$ cat src/rtl/apb_wrr_scheduler.sv
// APB-programmable weighted round-robin scheduler: one registered one-hot grant shared by 4 requesters.
// Optional starvation promotion is compiled in when WRR_STARVE_PROMOTE_EN is defined.
module apb_wrr_scheduler #(
  parameter int NREQ         = 4,
  parameter int WW           = 4,
  parameter int RST_WEIGHT   = 1,
  parameter int STARVE_LIMIT = 15
) (
  input  logic            PCLK,
  input  logic            PRESETn,
  input  logic            PSEL,
  input  logic            PENABLE,
  input  logic            PWRITE,
  input  logic [7:0]      PADDR,
  input  logic [7:0]      PWDATA,
  output logic [7:0]      PRDATA,
  output logic            PREADY,
  input  logic [NREQ-1:0] REQ,
  output logic [NREQ-1:0] GNT
);

  // APB: a write commits on the edge where PSEL & PENABLE & PWRITE; reads are
  // combinational in the access phase and return 0 otherwise. PREADY is tied high.
  localparam int IW = $clog2(NREQ);
  localparam logic [WW-1:0]   RST_W   = WW'(RST_WEIGHT);
  localparam logic [WW-1:0]   CNT_MAX = '1;
  localparam logic [NREQ-1:0] ONE_HOT = NREQ'(1);

  typedef enum logic [0:0] {
    S_IDLE = 1'b0,
    S_BUSY = 1'b1
  } state_t;

  state_t                  state_q, state_d;
  logic                    en_q, en_d;
  logic [NREQ-1:0][WW-1:0] weight_q, weight_d;
  logic [IW-1:0]           ptr_q, ptr_d;
  logic [IW-1:0]           gidx_q, gidx_d;
  logic [WW-1:0]           cnt_q, cnt_d;
  logic [NREQ-1:0]         gnt_q, gnt_d;

  logic                    wr_en, rd_en;
  logic [NREQ-1:0]         elig;
  logic [IW-1:0]           base, cand, sel_idx;
  logic                    sel_found;
  logic                    release_c, grant_sel;
  logic [3:0]              status_nib;
  logic                    unused_pwdata;

`ifdef WRR_STARVE_PROMOTE_EN
  localparam logic [WW-1:0] STARVE_W = WW'(STARVE_LIMIT);
  logic [NREQ-1:0][WW-1:0] wait_q, wait_d;
  logic [WW-1:0]           wait_max;
`endif

  assign wr_en         = PSEL & PENABLE & PWRITE;
  assign rd_en         = PSEL & PENABLE & ~PWRITE;
  assign PREADY        = 1'b1;
  assign GNT           = gnt_q;
  assign unused_pwdata = ^PWDATA;

  always_comb begin
    en_d     = en_q;
    weight_d = weight_q;
    if (wr_en) begin
      case (PADDR)
        8'h00:   en_d        = PWDATA[0];
        8'h01:   weight_d[0] = PWDATA[WW-1:0];
        8'h02:   weight_d[1] = PWDATA[WW-1:0];
        8'h03:   weight_d[2] = PWDATA[WW-1:0];
        8'h04:   weight_d[3] = PWDATA[WW-1:0];
        default: ;
      endcase
    end
  end

  always_comb begin
    for (int i = 0; i < NREQ; i++) begin
      elig[i] = REQ[i] & (weight_q[i] != '0) & en_q;
    end
  end

  // On release the search starts just past the current owner, which is the new pointer.
  always_comb begin
    base      = (state_q == S_BUSY) ? gidx_q + IW'(1) : ptr_q;
    cand      = '0;
    sel_found = 1'b0;
    sel_idx   = '0;
    for (int k = 0; k < NREQ; k++) begin
      cand = base + IW'(k);
      if (!sel_found && elig[cand]) begin
        sel_found = 1'b1;
        sel_idx   = cand;
      end
    end
`ifdef WRR_STARVE_PROMOTE_EN
    for (int k = NREQ - 1; k >= 0; k--) begin
      if (elig[k] && (wait_q[k] >= STARVE_W)) begin
        sel_found = 1'b1;
        sel_idx   = IW'(k);
      end
    end
`endif
  end

  always_comb begin
    state_d   = state_q;
    gnt_d     = gnt_q;
    gidx_d    = gidx_q;
    cnt_d     = cnt_q;
    ptr_d     = ptr_q;
    release_c = 1'b0;
    grant_sel = 1'b0;
    case (state_q)
      S_IDLE: begin
        if (sel_found) grant_sel = 1'b1;
      end
      S_BUSY: begin
        release_c = ~REQ[gidx_q] | ~en_q | (weight_q[gidx_q] == '0) |
                    (cnt_q >= weight_q[gidx_q]);
        if (release_c) begin
          ptr_d = gidx_q + IW'(1);
          if (sel_found) begin
            grant_sel = 1'b1;
          end else begin
            state_d = S_IDLE;
            gnt_d   = '0;
            cnt_d   = '0;
          end
        end else if (cnt_q != CNT_MAX) begin
          cnt_d = cnt_q + WW'(1);
        end
      end
      default: begin
        state_d = S_IDLE;
        gnt_d   = '0;
        cnt_d   = '0;
      end
    endcase
    if (grant_sel) begin
      state_d = S_BUSY;
      gidx_d  = sel_idx;
      gnt_d   = ONE_HOT << sel_idx;
      cnt_d   = WW'(1);
    end
  end

`ifdef WRR_STARVE_PROMOTE_EN
  always_comb begin
    wait_max = '0;
    for (int i = 0; i < NREQ; i++) begin
      if (elig[i] && !gnt_q[i]) begin
        wait_d[i] = (wait_q[i] >= STARVE_W) ? wait_q[i] : wait_q[i] + WW'(1);
      end else begin
        wait_d[i] = '0;
      end
      if (wait_q[i] > wait_max) wait_max = wait_q[i];
    end
  end

  always_ff @(posedge PCLK or negedge PRESETn) begin
    if (!PRESETn) wait_q <= '0;
    else          wait_q <= wait_d;
  end

  assign status_nib = 4'(wait_max);
`else
  assign status_nib = 4'(cnt_q);
`endif

  always_comb begin
    PRDATA = '0;
    if (rd_en) begin
      case (PADDR)
        8'h00:   PRDATA = {7'b0, en_q};
        8'h01:   PRDATA = 8'(weight_q[0]);
        8'h02:   PRDATA = 8'(weight_q[1]);
        8'h03:   PRDATA = 8'(weight_q[2]);
        8'h04:   PRDATA = 8'(weight_q[3]);
        8'h05:   PRDATA = {status_nib, gnt_q};
        default: PRDATA = '0;
      endcase
    end
  end

  always_ff @(posedge PCLK or negedge PRESETn) begin
    if (!PRESETn) begin
      state_q  <= S_IDLE;
      en_q     <= 1'b0;
      weight_q <= {NREQ{RST_W}};
      ptr_q    <= '0;
      gidx_q   <= '0;
      cnt_q    <= '0;
      gnt_q    <= '0;
    end else begin
      state_q  <= state_d;
      en_q     <= en_d;
      weight_q <= weight_d;
      ptr_q    <= ptr_d;
      gidx_q   <= gidx_d;
      cnt_q    <= cnt_d;
      gnt_q    <= gnt_d;
    end
  end

endmodule

$ cat config.mk
export PLATFORM = sky130hd
export DESIGN_NAME = apb_wrr_scheduler
export DESIGN_NICKNAME = d
export VERILOG_FILES = /design/src/rtl/apb_wrr_scheduler.sv
export SDC_FILE = /design/constraint.sdc
export NUM_CORES = 1
export LEC_CHECK = 0
export ABC_AREA = 1
export BUFFER_PORTS_ARGS = -buffer_cell sky130_fd_sc_hd__buf_2
export CAP_MARGIN = 10
export CORE_MARGIN = 2
export CORE_UTILIZATION = 55
export CTS_BUF_LIST = sky130_fd_sc_hd__clkbuf_16
export DETAILED_ROUTE_END_ITERATION = 12
export PLACE_DENSITY = 0.79
export SYNTH_ARGS = -nofsm -noshare
export SYNTH_HDL_FRONTEND = slang
export SYNTH_SLANG_ARGS = --single-unit
$ cat constraint.sdc
create_clock -name PCLK -period 6.8 [get_ports PCLK]
set_input_delay 0 -clock PCLK [delete_from_list [all_inputs] [get_ports PCLK]]
set_output_delay 0 -clock PCLK [all_outputs]
set_load 0.02 [all_outputs]
## After elaboration in Yosys (flattened, before gate mapping)

Cells that the tools add are included.
W data, S select, Z words.

- Register bits: 30
- Bits in latches: 0
- Memory bits (writable): 0
- Memory bits (read-only): 0
- Bits of input ports: 25
- Output and inout port bits: 13
- Logic and storage cells: 108
- Memories kept: 0

- Add/sub/neg operators: 5
- $mul: 0
- Divide/modulo/power cells: 0
- Order comparisons: 6
- Eq/ne operators: 8
- Shifts and indexed selects: 1
- Muxes and demuxes: 37
- Bitwise gates (word level): 18
- Reduce and logical (&&, ||, !) cells: 23

Operators by type and width:

| operator | count |
|---|---|
| $pmux W8 S6 | 1 |
| $mux W4 | 9 |
| $eq A8 B2 Y1 const B | 2 |
| $eq A8 B3 Y1 const B | 2 |
| $reduce_bool A4 Y1 | 4 |
| $lt A2 B3 Y1 const B | 5 |
| $mux W1 | 14 |
| $reduce_and A2 Y1 | 6 |
| $and A1 B1 Y1 | 11 |
| $bmux W1 S2 | 5 |
| $mux W2 | 5 |
| $bmux W4 S2 | 1 |
| $eq A8 B1 Y1 const B | 1 |
| $logic_not A8 Y1 | 1 |
| $mux W8 | 1 |
| $reduce_and A3 Y1 | 2 |
| $add A2 B1 Y2 const B | 2 |
| $add A2 B2 Y2 const B | 2 |
| $add A4 B1 Y4 const B | 1 |
| $ge A4 B4 Y1 | 1 |
| $logic_not A4 Y1 | 1 |
| $ne A4 B4 Y1 const B | 1 |
| $not A1 Y1 | 4 |
| $reduce_bool A2 Y1 | 2 |
| other kinds (8) | 14 |

## Longest topological paths before layout

Gate-level depths: netlist of run 1.

- Depth in word-level cells: 20
- Depth in mapped cells: 18
- Gate-level depth less buffers: 17

## Worst setup path after synthesis of run 1

Ideal clock, no wire load.

- Path type: register to register
- Start point: register gidx_q[0]
- End point: register gnt_q[3], in the netlist GNT[3]
- Setup time: 0.118 ns
- Data arrival time: 2.073 ns
- Required time: 6.682 ns
- Path slack: 4.610 ns
- Cell stages (with the launch flop): 19
- Buffers on the path: 2
- Period minus slack after synthesis: 2.190 ns
- Cells stage by stage: dfrtp_1 -> buf_6 -> buf_6 -> nand2_1 -> nand2_1 -> mux2i_1 -> inv_1 -> ha_1 -> inv_1 -> a21boi_0 -> o21ai_0 -> nand2_1 -> nand2_1 -> nand3_1 -> nand2_1 -> nand2_2 -> clkinv_2 -> nand2_1 -> nand2_1

- Longest elaborated chain between the ends: 19
- Elaborated cells on any way between the ends: 46

RTL lines:

| what | line | text |
|---|---|---|
| from (decl) | 38 | `logic [IW-1:0] gidx_q, gidx_d;` |
| from (signal assigned) | 200 | `gidx_q <= gidx_d;` |
| parallel branches: the longest is 19 deep, another holds $add A2 B1 Y2 | n/a |  |
| to (signal assigned) | 202 | `gnt_q <= gnt_d;` |
| to (decl) | 40 | `logic [NREQ-1:0] gnt_q, gnt_d;` |

Parallel ways; which one is timed is not known. The select of a mux whose other input is x is not followed.
A chain may end at the register's enable or synchronous reset.

## Final worst setup path of run 1

- Start point: register gidx_q[0]
- End point: register gnt_q[1], in the netlist GNT[1]

The elaborated chain is that of the path after synthesis.

==> results of run 1 <==
power by group:
group          total, mW  switching (mW)  internal (mW)
clock              0.213          0.0800          0.133
sequential         0.264          0.0526          0.211
combinational      0.605           0.409          0.196
total               1.08           0.542          0.541
routing by layer:
layer  part of all wire [%]  track usage (%)  vias up  wire [µm]
met4                    1.3             8.58        0         72
met2                     48             45.9       62       2670
met5                      0                0        -          0
met1                     45             33.8     1095       2510
met3                    5.2             5.52        9        285
li1                       -                -     1197          -
cell usage after synthesis (2+ instances only):
cell        n
a21oi_1     5
a221oi_1    2
a31oi_1     5
buf_6       4
dfrtp_1    26
dfstp_2     4
ha_1        5
inv_1      36
inv_2       4
nand2_1   122
nand2_2     8
nand2_4     6
nand3_1    29
nand3_2     3
nand4_1     4
nor2_1     27
nor3_1      9
o211ai_1    2
o21ai_0    25
o21ai_1     4
o21ai_2     3
cell usage in the layout (no fill, tap or decap), types with 6 or more instances in the layout:
| cell type | n |
|---|---|
| inv_1 | 36 |
| nand2_4 | 6 |
| nor2_1 | 27 |
| nand3_1 | 29 |
| nand2_2 | 8 |
| o21ai_0 | 25 |
| nand2_1 | 122 |
| nor3_1 | 9 |
| buf_2 | 32 |
| dfrtp_1 | 26 |
registers in the layout (all words and copies together) (netlist names):
signal    count
GNT           4
cnt_q         4
en_q          1
gidx_q        2
ptr_q         2
state_q       1
weight_q     16
area by class of cell:
cell class / count / area [µm²] / share of cell area, %
clock buffers: 5 / 125 / 4.74
clock inverters: 3 / 16.3 / 0.616
inverters: 43 / 170 / 6.45
multi-input cells: 269 / 1340 / 50.8
flip-flops and latches: 30 / 756 / 28.6
well taps: 50 / 62.6 / 2.37
repair buffers: 33 / 170 / 6.45
worst max path at each step:
stage                                     to
final                     GNT[1]$_DFFE_PN0P_
after global routing      GNT[1]$_DFFE_PN0P_
after CTS                 GNT[1]$_DFFE_PN0P_
after detailed placement  GNT[3]$_DFFE_PN0P_
after global placement    GNT[3]$_DFFE_PN0P_
after floorplan           GNT[3]$_DFFE_PN0P_
stage by stage:
| step | util (%) | cell area [µm²] | power, mW | worst slack (ns) | instances |
|---|---|---|---|---|---|
| floorplan | - | 2320 | 0.764 | 4.61 | 348 |
| global placement | 61.8 | 2490 | 0.852 | 4.12 | 424 |
| detailed placement | 61.8 | 2490 | 0.873 | 4.07 | 424 |
| CTS | 65.5 | 2640 | 1.09 | 4.02 | 433 |
| global route | 65.5 | 2640 | 1.18 | 3.68 | 433 |
| finish | 65.5 | 2640 | 1.08 | 4.01 | 433 |
cells by family (layout without fill, tap and decap cells):
| group | after synthesis | after routing |
|---|---|---|
| mux | 1 | 1 |
| buf+inv | 49 | 84 |
| fa+ha+maj | 5 | 5 |
| flops | 30 | 30 |
| other cells | 1 | 1 |
| compound gates | 49 | 49 |
| simple gates | 212 | 212 |
| xor+xnor | 1 | 1 |
worst reg2reg max path, cell delays in order (launching register included):
cell      delay (ns)
dfrtp_1         0.75
inv_6           0.12
nand2_1         0.09
nand2_1         0.05
mux2i_1         0.19
inv_1           0.06
ha_1            0.27
inv_1           0.03
a21boi_0        0.15
o21ai_0         0.09
nand2_1         0.06
nand2_1         0.06
nand3_1         0.20
nand2_1         0.19
nand2_2         0.17
clkinv_2        0.09
nand2_1         0.06
nand2_1         0.06
==> flow_metrics.tcl, run 1 <==
set metrics [dict create \
    endpoint_kind "flop" \
    hold_start "PWDATA[1]" \
    synth_top_area_cell "dfrtp_1" \
    fmax_mhz 358 \
    r2r_end "GNT[1]$_DFFE_PN0P_" \
    powerDensity_nw_per_um2 410 \
    finalMaxSlewViolations 0 \
    synth_top_area_share_pct 28.0 \
    nets 412 \
    synth_cell_types 36 \
    path_clk_slew_ns 0.05 \
    htreeDepth 2 \
    critPathKind "flop to flop" \
    path_max_fanout 17 \
    setup_viol 0 \
    rows 23 \
    cts_setup_buffers 0 \
    worstSkewPairLatency_ns 0.28 \
    dieArea_um2 4760 \
    async_flop_share_pct 100 \
    worstHoldPathCells 3 \
    cp.depth 17 \
    hold_viol_final 0 \
    slew_headroom_pct 50.9 \
    slowest_delay_ns 0.75 \
    grt_pass1_vias 2124 \
    overflow 0 \
    muxShareOfSynthArea_pct 0.431 \
    fillers 390 \
    layout-drive-gt1-share_pct 19.1 \
    synth-xor-area-share_pct 0.377 \
    placement.io_buffers 32 \
    whs_endpoint "weight_q[13]$_DFFE_PN0P_" \
    syn_area_per_cell_um2 6.67 \
    synth-compound-area-share_pct 12.6 \
    cts_buffers 5 \
    routed_wl_mm 5.53 \
    area_delta_synth_final_pct 13.7 \
    leakagePower_nw 1.35 \
    grt_max_degree 31 \
    hp-class "input pin to flop" \
    drc_errors 0 \
    required_ns 6.96 \
    synth_top_family_by_area "simple AND/OR/NAND/NOR gates" \
    ioPinCount 38 \
    syn_area_um2 2320 \
    viasPerCell 5.46 \
    num_vias 2363 \
    cap_violations 0 \
    hpwl_mm 4.29 \
    yosysSeqAreaShare_pct 32.5 \
    start_util_pct 57.6 \
    first_iter_violations 153 \
    synth_nets 378 \
    yosysWarnings 0 \
    crit_buf_inv 4 \
    critPathLaunchType "flop" \
    crit_arrival_ns 2.96 \
    core_area_um2 4030 \
    ctsResizeCount 0 \
    chipHeight_um 69.0 \
    post-route-period-util_pct 41.0 \
    critPathLaunch "gidx_q[0]$_DFFE_PN0P_" \
    path_cells "inv_6 -> nand2_1 -> nand2_1 -> mux2i_1 -> inv_1 -> ha_1 -> inv_1 -> a21boi_0 -> o21ai_0 -> nand2_1 -> nand2_1 -> nand3_1 -> nand2_1 -> nand2_2 -> clkinv_2 -> nand2_1 -> nand2_1" \
    fin_skew_ns 0.00330 \
    clockBufferDepth 2 \
    grt.total_usage_pct 26.8 \
    synthAdderAreaFrac_pct 2.69 \
    synthTopCellsByArea "dfrtp_1, nand2_1, nand3_1" \
    syn_inst 348 \
    synth-edff-count 0 \
    n_antenna_cell 0 \
    cpMaxStageDelayCell "dfrtp_1" \
    grt_setup_unrepaired "no" \
    dr.pass1.iters 5 \
    critPathTopFamily "simple AND/OR/NAND/NOR gates" \
    reg2regPathDepth 17 \
    wire_per_inst_um 12.8 \
    ys_ff_latch 30 \
    postRouteAntennaNets 0 \
    synthSimpleGateAreaFrac_pct 41.5 \
    reg2reg_from "gidx_q[0]$_DFFE_PN0P_" \
    tns_ns 0 \
    ctsHoldBuffers 1 \
    die_x_um 69.0 \
    grt_first_pass_wirelength_mm 9.43 \
    vdd_drop_max_v 0.000184 \
    status "finished, final reports clean" \
    cp_common_cell "nand2_1" \
    worst_pin_slew_ns 0.730 \
    cts-root-buf "clkbuf_16" \
    min_period_ns 2.79 \
    tritoncts "built" \
    place.gp.congestion 0.863 \
    antenna_found_initial 0 \
    hold-worst-slack_ns 0.0395 \
    cts.sinks 30 \
    synth_flop_cell "dfrtp_1" \
    r2r_slack_ns 4.01 \
]
Note: power is estimated with default switching activity, not from simulation.
==> run 2, diff against run 1 <==
--- a/config.mk
+++ b/config.mk
@@ -9,10 +9,10 @@
 export BUFFER_PORTS_ARGS = -buffer_cell sky130_fd_sc_hd__buf_2
 export CAP_MARGIN = 10
 export CORE_MARGIN = 2
-export CORE_UTILIZATION = 55
+export CORE_UTILIZATION = 51
 export CTS_BUF_LIST = sky130_fd_sc_hd__clkbuf_16
 export DETAILED_ROUTE_END_ITERATION = 12
-export PLACE_DENSITY = 0.79
+export PLACE_DENSITY = 0.77
 export SYNTH_ARGS = -nofsm -noshare
 export SYNTH_HDL_FRONTEND = slang
 export SYNTH_SLANG_ARGS = --single-unit
==> constraint.sdc (replaced) <==
create_clock -name PCLK -period 2.5 [get_ports PCLK]
set_input_delay 0 -clock PCLK [delete_from_list [all_inputs] [get_ports PCLK]]
set_output_delay 0 -clock PCLK [all_outputs]
set_load 0.02 [all_outputs]
==> run 2 against run 1 <==
Against the previous run:
- critical path depth did not move
- wire length rose by 0.63%
- first-iteration DRC count fell by 16%
- power rose to 2.7 times the previous value
- sequential power rose to 2.6 times the previous value
- hold slack barely moved
- critical path type unchanged
==> flow_metrics.tcl, run 2 (synthesized netlist as in run 1, its figures left out) <==
set metrics [dict create \
    rows 24 \
    whs_endpoint "weight_q[15]$_DFFE_PN0P_" \
    post-route-period-util_pct 88.4 \
    min_period_ns 2.21 \
    overflow 0 \
    htreeDepth 2 \
    grt_use_met2_pct 39.1 \
    cts_buffers 5 \
    drc_errors 0 \
    slew_headroom_pct 54.5 \
    crit_arrival_ns 2.37 \
    reg2regPathDepth 17 \
    die_x_um 71.5 \
    power.switching_mw 1.46 \
    final_common_cell "nand2_1" \
    clockBufferDepth 2 \
    final_cell_mix "nand2_1, inv_1, buf_2, nand3_1, nor2_1" \
    grt_first_pass_wirelength_mm 9.53 \
    antenna_found_initial 0 \
    hold-worst-slack_ns 0.0391 \
    critPathKind "flop to flop" \
    vdd_drop_max_v 0.000516 \
    fin_skew_ns 0.00614 \
    cts_setup_buffers 0 \
    grt.total_usage_pct 23.6 \
    start_util_pct 53.0 \
    slowest_delay_ns 0.44 \
    place.gp.congestion 0.841 \
    path_cells "inv_6 -> nand2_1 -> nand2_1 -> mux2i_1 -> inv_1 -> ha_1 -> inv_1 -> a21boi_0 -> o21ai_0 -> nand2_1 -> nand2_1 -> nand3_2 -> nand2_2 -> nand2_2 -> clkinv_2 -> nand2_1 -> nand2_1" \
    wire_per_inst_um 12.7 \
    place_inst 430 \
    routed_wl_mm 5.57 \
    postRouteAntennaNets 0 \
    first_iter_violations 128 \
    dieArea_um2 5110 \
    grt_max_degree 31 \
    endpoint_kind "flop" \
    placement.io_buffers 32 \
    powerDensity_nw_per_um2 1100 \
    n_antenna_cell 0 \
    switching_share_pct 49.4 \
    num_vias 2385 \
    grt_setup_unrepaired "no" \
    cap_violations 0 \
    report.power.total_mw 2.95 \
    worst_pin_slew_ns 0.682 \
    post_dp_cell_area_um2 2520 \
    fmax_mhz 452 \
    layout-drive-gt1-share_pct 20.2 \
    status "finished, final reports clean" \
    clkPwrFrac_pct 18.8 \
    area_delta_synth_final_pct 15.2 \
    cts-root-buf "clkbuf_16" \
    cp_common_cell "nand2_1" \
    multi_input_area_um2 1350 \
    design_area_um2 2680 \
    path_clk_slew_ns 0.05 \
    fillers 414 \
    tns_ns 0 \
    hold_viol_final 0 \
    r2r_slack_ns 0.29 \
    dr.pass1.iters 4 \
    worstHoldPathCells 3 \
    p_comb_share_pct 57.8 \
    path_max_fanout 7 \
    stdcell_count 439 \
    critPathLaunchType "flop" \
    grt_use_met3_pct 4.08 \
    setup_viol 0 \
    cts.sinks 30 \
    nets 416 \
    p_seq_share_pct 23.5 \
    r2r_end "GNT[1]$_DFFE_PN0P_" \
    top_usage_layer "met2" \
    seqCellArea_um2 757 \
    leakagePower_nw 1.37 \
    core_area_um2 4380 \
    chipHeight_um 71.5 \
    worstSkewPairLatency_ns 0.28 \
    grt_pass1_vias 2168 \
    cpMaxStageDelayCell "dfrtp_2" \
    largest_reg_flops 16 \
    finalMaxSlewViolations 0 \
    viasPerCell 5.43 \
    reg2reg_from "gidx_q[0]$_DFFE_PN0P_" \
    hpwl_mm 4.36 \
    tritoncts "built" \
    grt_use_met1_pct 30.1 \
    hold_start "PWDATA[3]" \
    regMostFlops "weight_q" \
    hp-class "input pin to flop" \
    cell_internal_pwr_mw 1.49 \
    ioPinCount 38 \
    required_ns 2.66 \
]
==> run 2: changes by cell type in the layout (fill, tap and decap cells not counted) <==
cell        delta
clkinv_1       +2
nand3_2        +1
nand2_2        +1
nand2_1        -1
nand3_1        -1
dfrtp_1        -1
clkinv_2       -1
clkinvlp_4     -1
dfrtp_2        +1
buf_4          +4
==> run 2: area by class of cell <==
type / instances / area share [%]
clock buffers: 5 / 4.68
well taps: 52 / 2.43
multi-input cells: 269 / 50.4
repair buffers: 37 / 7.48
inverters: 43 / 6.36
clock inverters: 3 / 0.421
flip-flops and latches: 30 / 28.3
==> run 2: power groups by stage <==
stage | Clock [mW] | Sequential, mW | Combinational [mW]
4_1_cts | 0.566 | 0.687 | 1.70
3_3_place_gp | 0 | 0.693 | 1.66
5_1_grt | 0.586 | 0.707 | 1.92
2_1_floorplan | 0 | 0.661 | 1.42
3_5_place_dp | 0 | 0.694 | 1.70
6_report | 0.554 | 0.693 | 1.71
==> run 2: worst max-delay path by stage <==
| stage | slack, ns | depth (start not counted) | startpoint | end |
|---|---|---|---|---|
| 5_1_grt | 0.03 | 16 | gidx_q[0]$_DFFE_PN0P_ | cnt_q[0]$_DFFE_PN0P_ |
| 4_1_cts | 0.10 | 17 | gidx_q[0]$_DFFE_PN0P_ | GNT[1]$_DFFE_PN0P_ |
| 6_report | 0.29 | 17 | gidx_q[0]$_DFFE_PN0P_ | GNT[1]$_DFFE_PN0P_ |
| 2_1_floorplan | 0.31 | 18 | gidx_q[0]$_DFFE_PN0P_ | GNT[3]$_DFFE_PN0P_ |
| 3_3_place_gp | 0.19 | 17 | gidx_q[0]$_DFFE_PN0P_ | GNT[1]$_DFFE_PN0P_ |
| 3_5_place_dp | 0.11 | 17 | gidx_q[0]$_DFFE_PN0P_ | GNT[3]$_DFFE_PN0P_ |
==> run 2: critical path, delay by kind of cell (launching register included) <==
| kind | cells | cell delay, ns |
|---|---|---|
| buffers and inverters | 4 | 0.24 |
| adders and majority gates | 1 | 0.26 |
| muxes | 1 | 0.17 |
| AOI/OAI and AO/OA | 2 | 0.23 |
| DFF | 1 | 0.44 |
| and+or+nand+nor | 9 | 0.75 |
==> run 2: timing repair <==
item | in CTS | in global routing
hold buffers | 1 | 0
endpoints found under the setup margin | 0 | 10
hold endpoints to repair | 26 | 0
resized for setup | 0 | 3
==> run 2: metal layers <==
metal | routed length [µm] | vias to the layer above
li1 | - | 1205
met1 | 2430 | 1099
met2 | 2680 | 67
met3 | 300 | 14
met4 | 153 | 0
met5 | 0 | -
==> run 2: through the flow <==
stage,utilization [%],worst slack (ns)
finish,61.0,0.290
global route,61.0,0.0313
CTS,60.8,0.100
detailed placement,57.5,0.111
global placement,57.5,0.188
floorplan,-,0.310
